--- config.mk ---
export PLATFORM = sky130hd
export DESIGN_NAME = regfile_wb_scheduler
export DESIGN_NICKNAME = d
export VERILOG_FILES = /design/src/rtl/regfile_wb_scheduler.sv
export SDC_FILE = /design/constraint.sdc
export NUM_CORES = 1
export LEC_CHECK = 0
export ABC_AREA = 1
export BUFFER_PORTS_ARGS = -buffer_cell sky130_fd_sc_hd__buf_2
export CAP_MARGIN = 10
export CORE_AREA = 4 4 96 98
export CTS_BUF_LIST = sky130_fd_sc_hd__clkbuf_8
export DETAILED_ROUTE_END_ITERATION = 8
export DIE_AREA = 0 0 100 102
export PLACE_DENSITY = 0.74
export RECOVER_POWER = 25
export SLEW_MARGIN = 25
export SYNTH_ARGS = -nofsm -noshare
export SYNTH_HDL_FRONTEND = slang
export SYNTH_SLANG_ARGS = --single-unit
--- constraint.sdc ---
create_clock -name clk -period 1.9 [get_ports clk]
set_input_delay 0.095 -clock clk [delete_from_list [all_inputs] [get_ports clk]]
set_output_delay 0.095 -clock clk [all_outputs]
set_load 0.01 [all_outputs]
--- src/rtl/regfile_wb_scheduler.sv ---
// Write-back scheduler: arbitrates the register file's single write port between
// the ALU and LSU, and tracks pending writes for read-after-write hazard stalls.
module regfile_wb_scheduler #(
    parameter int unsigned MAX_WAIT = 3
) (
    input  logic        clk,
    input  logic        reset,
    input  logic        alu_valid,
    input  logic [4:0]  alu_rd,
    input  logic [31:0] alu_data,
    output logic        alu_ready,
    input  logic        lsu_valid,
    input  logic [4:0]  lsu_rd,
    input  logic [31:0] lsu_data,
    output logic        lsu_ready,
    input  logic        issue_valid,
    input  logic [4:0]  issue_rd,
    input  logic        flush,
    input  logic [4:0]  rs1,
    input  logic [4:0]  rs2,
    output logic        rs1_busy,
    output logic        rs2_busy,
    output logic        rf_write_enable,
    output logic [4:0]  rf_rd,
    output logic [31:0] rf_write_data
);

    localparam int unsigned REG_W  = 5;
    localparam int unsigned DATA_W = 32;
    localparam int unsigned NREG   = 32;
    localparam int unsigned CNT_W  = 3;

    logic [CNT_W-1:0]  wait_cnt;
    logic [CNT_W-1:0]  wait_cnt_nxt;
    logic [NREG-1:0]   busy;
    logic [NREG-1:0]   busy_nxt;
    logic              wait_full;
    logic              alu_grant;
    logic              lsu_grant;
    logic [REG_W-1:0]  wb_rd;
    logic [DATA_W-1:0] wb_data;

    assign wait_full = (wait_cnt == CNT_W'(MAX_WAIT));

    // LSU wins contention unless the ALU has waited MAX_WAIT cycles; no grants in reset.
    always_comb begin
        alu_grant = 1'b0;
        lsu_grant = 1'b0;
        if (reset) begin
            alu_grant = alu_valid & (~lsu_valid | wait_full);
            lsu_grant = lsu_valid & ~alu_grant;
        end
    end

    assign alu_ready = alu_grant;
    assign lsu_ready = lsu_grant;

    always_comb begin
        wb_rd   = lsu_rd;
        wb_data = lsu_data;
        if (alu_grant) begin
            wb_rd   = alu_rd;
            wb_data = alu_data;
        end
    end

    always_comb begin
        wait_cnt_nxt = wait_cnt;
        if (flush || !alu_valid || alu_grant) begin
            wait_cnt_nxt = '0;
        end else if (!wait_full) begin
            wait_cnt_nxt = wait_cnt + CNT_W'(1);
        end
    end

    // Clear from the write in flight, then set from issue so a newer writer stays pending.
    always_comb begin
        busy_nxt = busy;
        if (rf_write_enable) begin
            busy_nxt[rf_rd] = 1'b0;
        end
        if (flush) begin
            busy_nxt = '0;
        end else if (issue_valid && (issue_rd != REG_W'(0))) begin
            busy_nxt[issue_rd] = 1'b1;
        end
        busy_nxt[0] = 1'b0;
    end

    always_ff @(posedge clk) begin
        if (!reset) begin
            wait_cnt        <= '0;
            busy            <= '0;
            rf_write_enable <= 1'b0;
            rf_rd           <= '0;
            rf_write_data   <= '0;
        end else begin
            wait_cnt        <= wait_cnt_nxt;
            busy            <= busy_nxt;
            rf_write_enable <= (alu_grant | lsu_grant) & (wb_rd != REG_W'(0));
            if (alu_grant || lsu_grant) begin
                rf_rd         <= wb_rd;
                rf_write_data <= wb_data;
            end
        end
    end

    // The register being written this cycle is bypassed by the file, so it reads free.
    assign rs1_busy = busy[rs1] & ~(rf_write_enable & (rf_rd == rs1));
    assign rs2_busy = busy[rs2] & ~(rf_write_enable & (rf_rd == rs2));

endmodule

==> metrics.yaml <==
cts_root_buffer: "clkbuf_8"
synthFlopType: "dfxtp_1"
cp-start-kind: "flip-flop"
use_met1: 0.292
clk_path_buf_depth: 2
yosysTopAreaCell: "dfxtp_1"
ys_seq_elements: 72
slew_violations: 0
ys_top_cells_by_count: "115 x nand2_1, 82 x nor2_1, 72 x dfxtp_1"
fin_skew_ns: 0.0147
first_iter_violations: 285
overflow: 0
fillers: 819
grt_pass1_wl_um: 19100
worst_pin_slew_ns: 0.592
p_leak_nw: 2.11
die_area_um2: 10200
clk_latency_ns: 0.35
drc: 0
finalCritPeriodShare: 0.946
yosys-mux-area-fraction: 0
io_buffers: 136
cp-end-kind: "output pin"
nets: 791
synth_fp_nets: 663
p_per_area_nw_per_um2: 707
synth-simple-area-share: 0.304
clkTransAtPathRegs_ns: 0.08
ir_drop_mv: 0.545
syn_area_per_cell_um2: 6.73
finalHoldViolCount: 0
slew_headroom: 0.603
numCtsBuffers: 9
post-place-ws_ns: 0.0173
tns_ns: 0
post-synth-top-count-cell: "nand2_1"
cp_data_arrival_time_ns: 1.70
io_pins: 137
grt.busiest_layer: "met2"
crit_required_ns: 1.80
max_freq_mhz: 556
yosysWarnings: 0
syn_area_um2: 3810
hold_buffers: 0
yosys.area_share.adder: 0.00657
postRouteAntennaNets: 0
wl_um: 11900
htreeDepth: 3
routed_via_density: 5.37
antenna_cells: 0
drt_pass1_iterations: 5
gp_congestion: 0.890
grt_pass1_vias: 4102
synth_compound_area_frac: 0.199
layout-drive-gt1-share: 0.209
crit_type: "reg -> out"
fin_ws_ns: 0.102
worst_hold_path_type: "in -> reg"
synth_top_area_share: 0.379
clock-sinks: 72
std_cell_rows: 34
start_util: 0.450
synth_edf_count: 0
crit_fanout: 17
wl_per_cell_um: 14.7
setup_violations: 0
rsz0062_at_grt: "no"
ys_seq_area_frac: 0.379
timing.hold.ws_ns: 0.0404
async_reset_ff_frac: 0
status: "completed"
hpwlAfterDp_um: 8900
grt_start_max_net_pins: 42
synthCells: 566
chipWidth_um: 100
syn_to_final_growth_pct: 24.7
cap_violations: 0
synthXorXnorAreaFrac: 0.00920
routed-via-count: 4331
synth_cell_types: 28
use_met2: 0.380
synth_top_family_by_area: "simple AND/OR/NAND/NOR gates"
cts_tree: "done"
synth_area_leaders: "dfxtp_1 38%, nand2_1 11%, nor2_1 8.1%"
dieHeight_um: 102
gr-usage-all-layers: 0.231
post-route-min-period_ns: 1.80
coreArea_um2: 8470
antenna_found_initial: 0
grt_use_met3: 0.0567
## flip-flops by register name, summed over array words and instances (netlist names)
name,cells
wait_cnt,3
rf_write_data,32
rf_rd,5
busy,31
rf_write_enable,1
## final cells by class
cell class                 instances  area (um2)  share of cell area
sequential                        72        1440               0.304
multi-input combinational        401        1990               0.418
clock inverter                     5        33.8             0.00711
clock buffer                      10         138              0.0290
timing repair buffer             147         778               0.164
inverter                          63         236              0.0498
tap                              108         135              0.0285
## report_power, final
group / total (mW) / switching (mW) / internal, mW
sequential: 1.64 / 0.0588 / 1.58
clock: 1.07 / 0.569 / 0.499
combinational: 0.654 / 0.390 / 0.264
## final timing paths
kind | from | to | slack (ns) | depth (start not counted)
min | lsu_data[26] | rf_write_data[26] | 0.04 | 3
max reg2reg | wait_cnt[0] | rf_rd[4] | 0.19 | 13
max | wait_cnt[0] | lsu_ready | 0.10 | 9
min reg2reg | wait_cnt[0] | wait_cnt[0] | 0.44 | 1
## cells in the final DEF (no fill, tap or decap)
master and instances:
clkbuf_1 28, nand3_1 55, nand3_4 1, bufbuf_16 1
and2_1 1, nand2_4 1, clkinv_4 1, a21oi_1 40
nor2_4 1, o22ai_1 4, buf_2 108, o21ai_0 32
nand4_1 1, o21ai_1 5, inv_1 59, nor2_1 82
buf_4 8, o221ai_1 32, clkinvlp_4 2, clkbuf_8 10
nor3_1 11, nand2_2 2, clkinv_1 1, buf_12 2
inv_2 3, o211ai_1 9, nor3_2 3, nand2_1 115
clkinv_2 2, xor2_1 4, ha_1 1, ha_2 1
dfxtp_1 72
## through the flow
stage,power (mW),util,instances,instance area [um2]
after floorplan,2.04,-,566,3810
after global placement,2.30,0.537,788,4540
after detailed placement,2.31,0.537,788,4540
after CTS,3.39,0.564,805,4770
after global routing,3.53,0.561,806,4750
final,3.36,0.561,806,4750
## logic make-up after synthesis
group           Yosys count
compound gates          122
xor+xnor                  4
fa+ha+maj                 2
buf+inv                  93
flops                    72
simple gates            273
## worst max-delay path, cell delays in order, from the launching register on
cell and delay (ns):
dfxtp_1 0.32, ha_1 0.20, ha_2 0.20, inv_2 0.07, nand2_2 0.06, nand2_4 0.10
nand3_4 0.10, buf_12 0.17, inv_1 0.05, buf_2 0.12
## metal layers
layer  share of wire  wire [um]
met1            0.41       4880
met2            0.48       5660
met3           0.090       1080
met4           0.023        274
met5               0          0
## repair_timing
| action | 4_1_cts | 5_1_grt |
|---|---|---|
| gates cloned | 1 | 0 |
| setup endpoints to repair | 1 | 8 |
| buffers inserted | 1 | 1 |
| gates resized for setup | 4 | 1 |
| pin swaps | 1 | 1 |
Power figures use the tool's default switching activity.
